**config.mk**
```make
export PLATFORM = sky130hd
export DESIGN_NAME = dctq_dequant
export DESIGN_NICKNAME = d
export VERILOG_FILES = /design/src/rtl/dctq_pkg.sv /design/src/rtl/dctq_sat_mult.sv /design/src/rtl/dctq_dequant.sv
export SDC_FILE = /design/constraint.sdc
export NUM_CORES = 1
export LEC_CHECK = 0
export ABC_AREA = 1
export BUFFER_PORTS_ARGS = -buffer_cell sky130_fd_sc_hd__buf_2
export CAP_MARGIN = 20
export CORE_UTILIZATION = 45
export DETAILED_ROUTE_END_ITERATION = 6
export GPL_TIMING_DRIVEN = 0
export HOLD_SLACK_MARGIN = 0.08
export PLACE_DENSITY = 0.61
export SLEW_MARGIN = 10
export SYNTH_ARGS = -nofsm -noshare
export SYNTH_HDL_FRONTEND = slang
export SYNTH_HIERARCHICAL = 1
export SYNTH_SLANG_ARGS = --single-unit
```
**constraint.sdc**
```tcl
create_clock -name clk -period 26.1 [get_ports clk]
set_clock_uncertainty 0.1 [all_clocks]
set_input_delay 5.22 -clock clk [delete_from_list [all_inputs] [get_ports clk]]
set_output_delay 5.22 -clock clk [all_outputs]
set_load 0.02 [all_outputs]
```
**src/rtl/dctq_pkg.sv**
```systemverilog
// Shared widths, limits, types and the 12-bit saturation helper for the dequantiser.
package dctq_pkg;
  localparam int QW   = 9;
  localparam int SW   = 8;
  localparam int CW   = 12;
  localparam int NBLK = 64;
  localparam int IDXW = 6;
  localparam int PW   = QW + SW;

  localparam logic signed [CW-1:0] CMAX = 12'sh7FF;
  localparam logic signed [CW-1:0] CMIN = 12'sh800;
  localparam logic signed [PW-1:0] PMAX = 17'sd2047;
  localparam logic signed [PW-1:0] PMIN = -17'sd2048;

  typedef logic signed [QW-1:0]   dctq_t;
  typedef logic        [SW-1:0]   step_t;
  typedef logic signed [CW-1:0]   coef_t;
  typedef logic        [IDXW-1:0] idx_t;
  typedef logic signed [PW-1:0]   prod_t;

  function automatic coef_t sat_coef(input prod_t p);
    if (p > PMAX)      return CMAX;
    else if (p < PMIN) return CMIN;
    else               return coef_t'(p[CW-1:0]);
  endfunction
endpackage

```
**src/rtl/dctq_sat_mult.sv**
```systemverilog
// Combinational 9s x 8u multiply with saturation of the product to 12s.
module dctq_sat_mult
  import dctq_pkg::*;
(
  input  logic [QW-1:0] i_dctq,
  input  logic [SW-1:0] i_step,
  output logic [CW-1:0] o_coef
);
  logic signed [PW-1:0] w_a;
  logic signed [PW-1:0] w_b;
  logic signed [PW-1:0] w_prod;

  // The step is zero-extended so it stays non-negative in the signed multiply.
  assign w_a    = {{SW{i_dctq[QW-1]}}, i_dctq};
  assign w_b    = {{QW{1'b0}}, i_step};
  assign w_prod = w_a * w_b;
  assign o_coef = sat_coef(w_prod);
endmodule

```
**src/rtl/dctq_dequant.sv**
```systemverilog
// Dequantiser: 64-entry quant step table, block index counter, 2-stage valid/ready pipe.
module dctq_dequant
  import dctq_pkg::*;
(
  input  logic            clk,
  input  logic            rst,
  input  logic            tbl_we,
  input  logic [IDXW-1:0] tbl_addr,
  input  logic [SW-1:0]   tbl_data,
  input  logic            in_valid,
  output logic            in_ready,
  input  logic            in_sob,
  input  logic [QW-1:0]   in_dctq,
  output logic            out_valid,
  input  logic            out_ready,
  output logic [CW-1:0]   out_coef,
  output logic [IDXW-1:0] out_idx,
  output logic            out_eob
);
  logic [SW-1:0]   r_tbl [NBLK];
  logic [IDXW-1:0] r_cnt;
  logic            r_s1_valid;
  logic [CW-1:0]   r_s1_coef;
  logic [IDXW-1:0] r_s1_idx;
  logic            r_s2_valid;
  logic [CW-1:0]   r_s2_coef;
  logic [IDXW-1:0] r_s2_idx;
  logic            r_s2_eob;

  logic            w_adv;
  logic            w_acc;
  logic [IDXW-1:0] w_idx;
  logic [SW-1:0]   w_step;
  logic [CW-1:0]   w_coef;

  assign w_adv  = !r_s2_valid || out_ready;
  assign w_acc  = in_valid && w_adv;
  assign w_idx  = in_sob ? '0 : r_cnt;
  assign w_step = r_tbl[w_idx];

  // Saturation sits ahead of the S1 register; the output sequence is the same
  // as saturating in S2, and S1 only carries 12 bits.
  dctq_sat_mult u_sat_mult (
    .i_dctq (in_dctq),
    .i_step (w_step),
    .o_coef (w_coef)
  );

  always_ff @(posedge clk or posedge rst) begin
    if (rst) begin
      for (int i = 0; i < NBLK; i++) r_tbl[i] <= SW'(1);
    end else if (tbl_we) begin
      r_tbl[tbl_addr] <= tbl_data;
    end
  end

  always_ff @(posedge clk or posedge rst) begin
    if (rst) begin
      r_cnt <= '0;
    end else if (w_acc) begin
      r_cnt <= w_idx + IDXW'(1);
    end
  end

  always_ff @(posedge clk or posedge rst) begin
    if (rst) begin
      r_s1_valid <= 1'b0;
      r_s1_coef  <= '0;
      r_s1_idx   <= '0;
      r_s2_valid <= 1'b0;
      r_s2_coef  <= '0;
      r_s2_idx   <= '0;
      r_s2_eob   <= 1'b0;
    end else if (w_adv) begin
      r_s1_valid <= w_acc;
      r_s2_valid <= r_s1_valid;
      if (w_acc) begin
        r_s1_coef <= w_coef;
        r_s1_idx  <= w_idx;
      end
      if (r_s1_valid) begin
        r_s2_coef <= r_s1_coef;
        r_s2_idx  <= r_s1_idx;
        r_s2_eob  <= (r_s1_idx == IDXW'(NBLK - 1));
      end
    end
  end

  assign in_ready  = w_adv;
  assign out_valid = r_s2_valid;
  assign out_coef  = r_s2_coef;
  assign out_idx   = r_s2_idx;
  assign out_eob   = r_s2_eob;
endmodule

```
==> reports/results.ini <==
[timing]
period_share_pct=46.2
setup_viol=0
setup_tns_ns=0
worst_slew_pin_slew_ns=1.12
finalCriticalPeriod_ns=12.05
drv_slew=0
rsz0062_at_grt=no
maxSlewHeadroom_pct=25.0
fmax_mhz=83.0
hold_viol_final=0

[pwr]
power.leakage_nw=16.2
ir_drop_mv=0.0799
power_density_mw_per_mm2=99.3

[routing]
drc_errors=0
drt_first_pass_iters=6
drt-total-wl_mm=105
via_per_inst=5.38
wire_per_inst_um=21.2
drt_iter0_markers=3180
vias=26672
drtAntennaViolNets=0

[cells_and_area]
drive_gt1_share_pct=7.21
area_growth_pct=12.2
nNetsFinal=4173
post-route-util_pct=51.3
design_area_sq_mm=0.0331
nFillCells=6442
layout_common_cells=1219 x nand2_1, 580 x o21ai_0, 496 x inv_1, 493 x dfrtp_1, 398 x nand3_1
layout_commonest_cell=nand2_1

[grt]
grt_antenna_before_repair=2
grt_pass1_vias=24653
overflow=0
grt_pass1_wl_mm=156
track_usage_pct=31.5
grt_max_degree=113

[critical_path]
reg2reg_from=r_cnt[0]
worst-r2r-cell-count=33
r2r_setup_slack_ns=18.17
criticalPathCategory=input pin to register
path_buf_inv=9
crit_family=adder cells
cp_max_fo=10
slowest_delay_ns=0.79
critPathRequiredTime_ns=26.51
reg2reg_to=r_s1_coef[9]
startpoint_type=input pin
cp-startpoint=in_sob
endpoint_kind=register
cp_slowest_cell=buf_1
worstPathArrival_ns=12.46
cp_common_cell=nand2_1

[floorplan]
die-area_sq_mm=0.0666
core_area_sq_mm=0.0646
row_count=93
die_h_um=258
start_util_pct=45.7
io_pins=50
fp.dieW_um=258

[synthesis]
synthDistinctLibCells=35
ys_warn_count=6
synth_edf_count=0
syn-cell-area_sq_mm=0.0295
yosys_register_bits=557
syn_nets=4060
async_flop_share_pct=100
syn_inst=3939
ys.flop_type=dfrtp_1
yosysSeqAreaShare_pct=47.5
avgSynthCellArea_sq_um=7.49

[place]
placed_area_sq_mm=0.0310
place_congestion=1.03
io_buffer_count=39
place_hpwl_mm=76.4

[clock_tree]
postCtsSetupBuffers=0
clkTransAtPathRegs_ns=0.06
cts_resized=0
cts_buffers=60
hold_buffers=0
clock-root-buffer=clkbuf_16
clock_sinks=557
ctsHtreeMaxLevel=2
insertion_delay_ns=0.66
cts_tree=done
cts_max_path_buffers=3

[min_path]
hold_depth=2
hp-start=out_coef[2]
hold_class=register to register
holdPathEnd=out_coef[2]

[run_status]
status=complete, no violations

[run]
maxCapViolCount=0

flip-flops by register name (all words and copies together), names as in the netlist:
signal / count
r_s1_valid: 1
out_coef: 12
out_eob: 1
out_idx: 6
r_s1_coef: 12
r_tbl: 512
out_valid: 1
r_cnt: 6
r_s1_idx: 6
worst max-delay path by stage:
stage	slack, ns	depth (start not counted)	end
after floorplan	5.31	1	out_coef[0]
after global placement	-1.46	2	r_tbl[441]
after detailed placement	13.68	33	r_s1_coef[9]
after CTS	14.30	33	r_s1_coef[9]
after global routing	13.72	33	r_s1_coef[9]
final	14.05	33	r_s1_coef[9]
tightest hold or removal path, delay by kind of cell, from the launching register on:
| kind | cells | cell delay [ns] |
|---|---|---|
| DFF | 1 | 0.34 |
| and+or+nand+nor | 2 | 0.09 |
final cells by class:
type	instances	area, sq um	share of cell area, %
antenna	2	5.00	0.0151
multi-input combinational	2625	12600	38.1
inverter	511	1930	5.81
clock buffer	90	1800	5.42
clock inverter	23	288	0.869
timing repair buffer	51	419	1.27
buffer	246	993	3.00
tap	855	1070	3.23
sequential	557	14000	42.3
per-layer routing:
layer	GRT usage (%)	wire length, um
met1	44.7	45000
met2	46.3	44700
met3	5.59	9590
met4	15.9	5710
met5	0	0
report_power, final:
| group | switching (mW) | leakage (nW) | internal (mW) |
|---|---|---|---|
| combinational | 0.859 | 7.91 | 0.455 |
| sequential | 0.0700 | 7.22 | 1.00 |
| clock | 0.372 | 1.04 | 0.534 |
| total | 1.30 | 16.2 | 1.99 |
cells in the mapped netlist, types with 9 or more instances:
| master | n | share of area [%] |
|---|---|---|
| ha_1 | 34 | 1.4 |
| o21ai_0 | 580 | 9.8 |
| nand3_1 | 398 | 6.8 |
| clkbuf_1 | 180 | 2.3 |
| nor2_1 | 277 | 3.5 |
| clkinv_1 | 10 | 0.13 |
| fa_1 | 58 | 3.9 |
| dfrtp_1 | 493 | 42 |
| nand2_1 | 1219 | 16 |
| dfstp_2 | 64 | 5.7 |
| inv_1 | 497 | 6.3 |
| buf_2 | 44 | 0.75 |
| a21oi_1 | 9 | 0.15 |
| buf_1 | 20 | 0.25 |
logic make-up (layout without fill, tap and decap cells):
family	Yosys count	in the layout	synth area share, %
and+or+nand+nor	1923	1923	26.6
buffers and inverters	757	921	9.87
AOI/OAI and AO/OA	596	596	10.2
DFF	557	557	47.5
adders and majority gates	92	92	5.38
xor gates and xnor gates	14	14	0.441
other	0	2	0
per-stage QoR:
step	cells	hold WS (ns)	total power, mW	setup WS (ns)
2_1_floorplan	3939	0.332	2.02	5.31
3_3_place_gp	4833	0.340	2.37	-1.46
3_5_place_dp	4845	0.346	2.38	13.68
4_1_cts	4958	0.360	3.29	14.30
5_1_grt	4959	0.389	3.51	13.72
6_report	4960	0.363	3.29	14.05
Power figures use the tool's default switching activity.
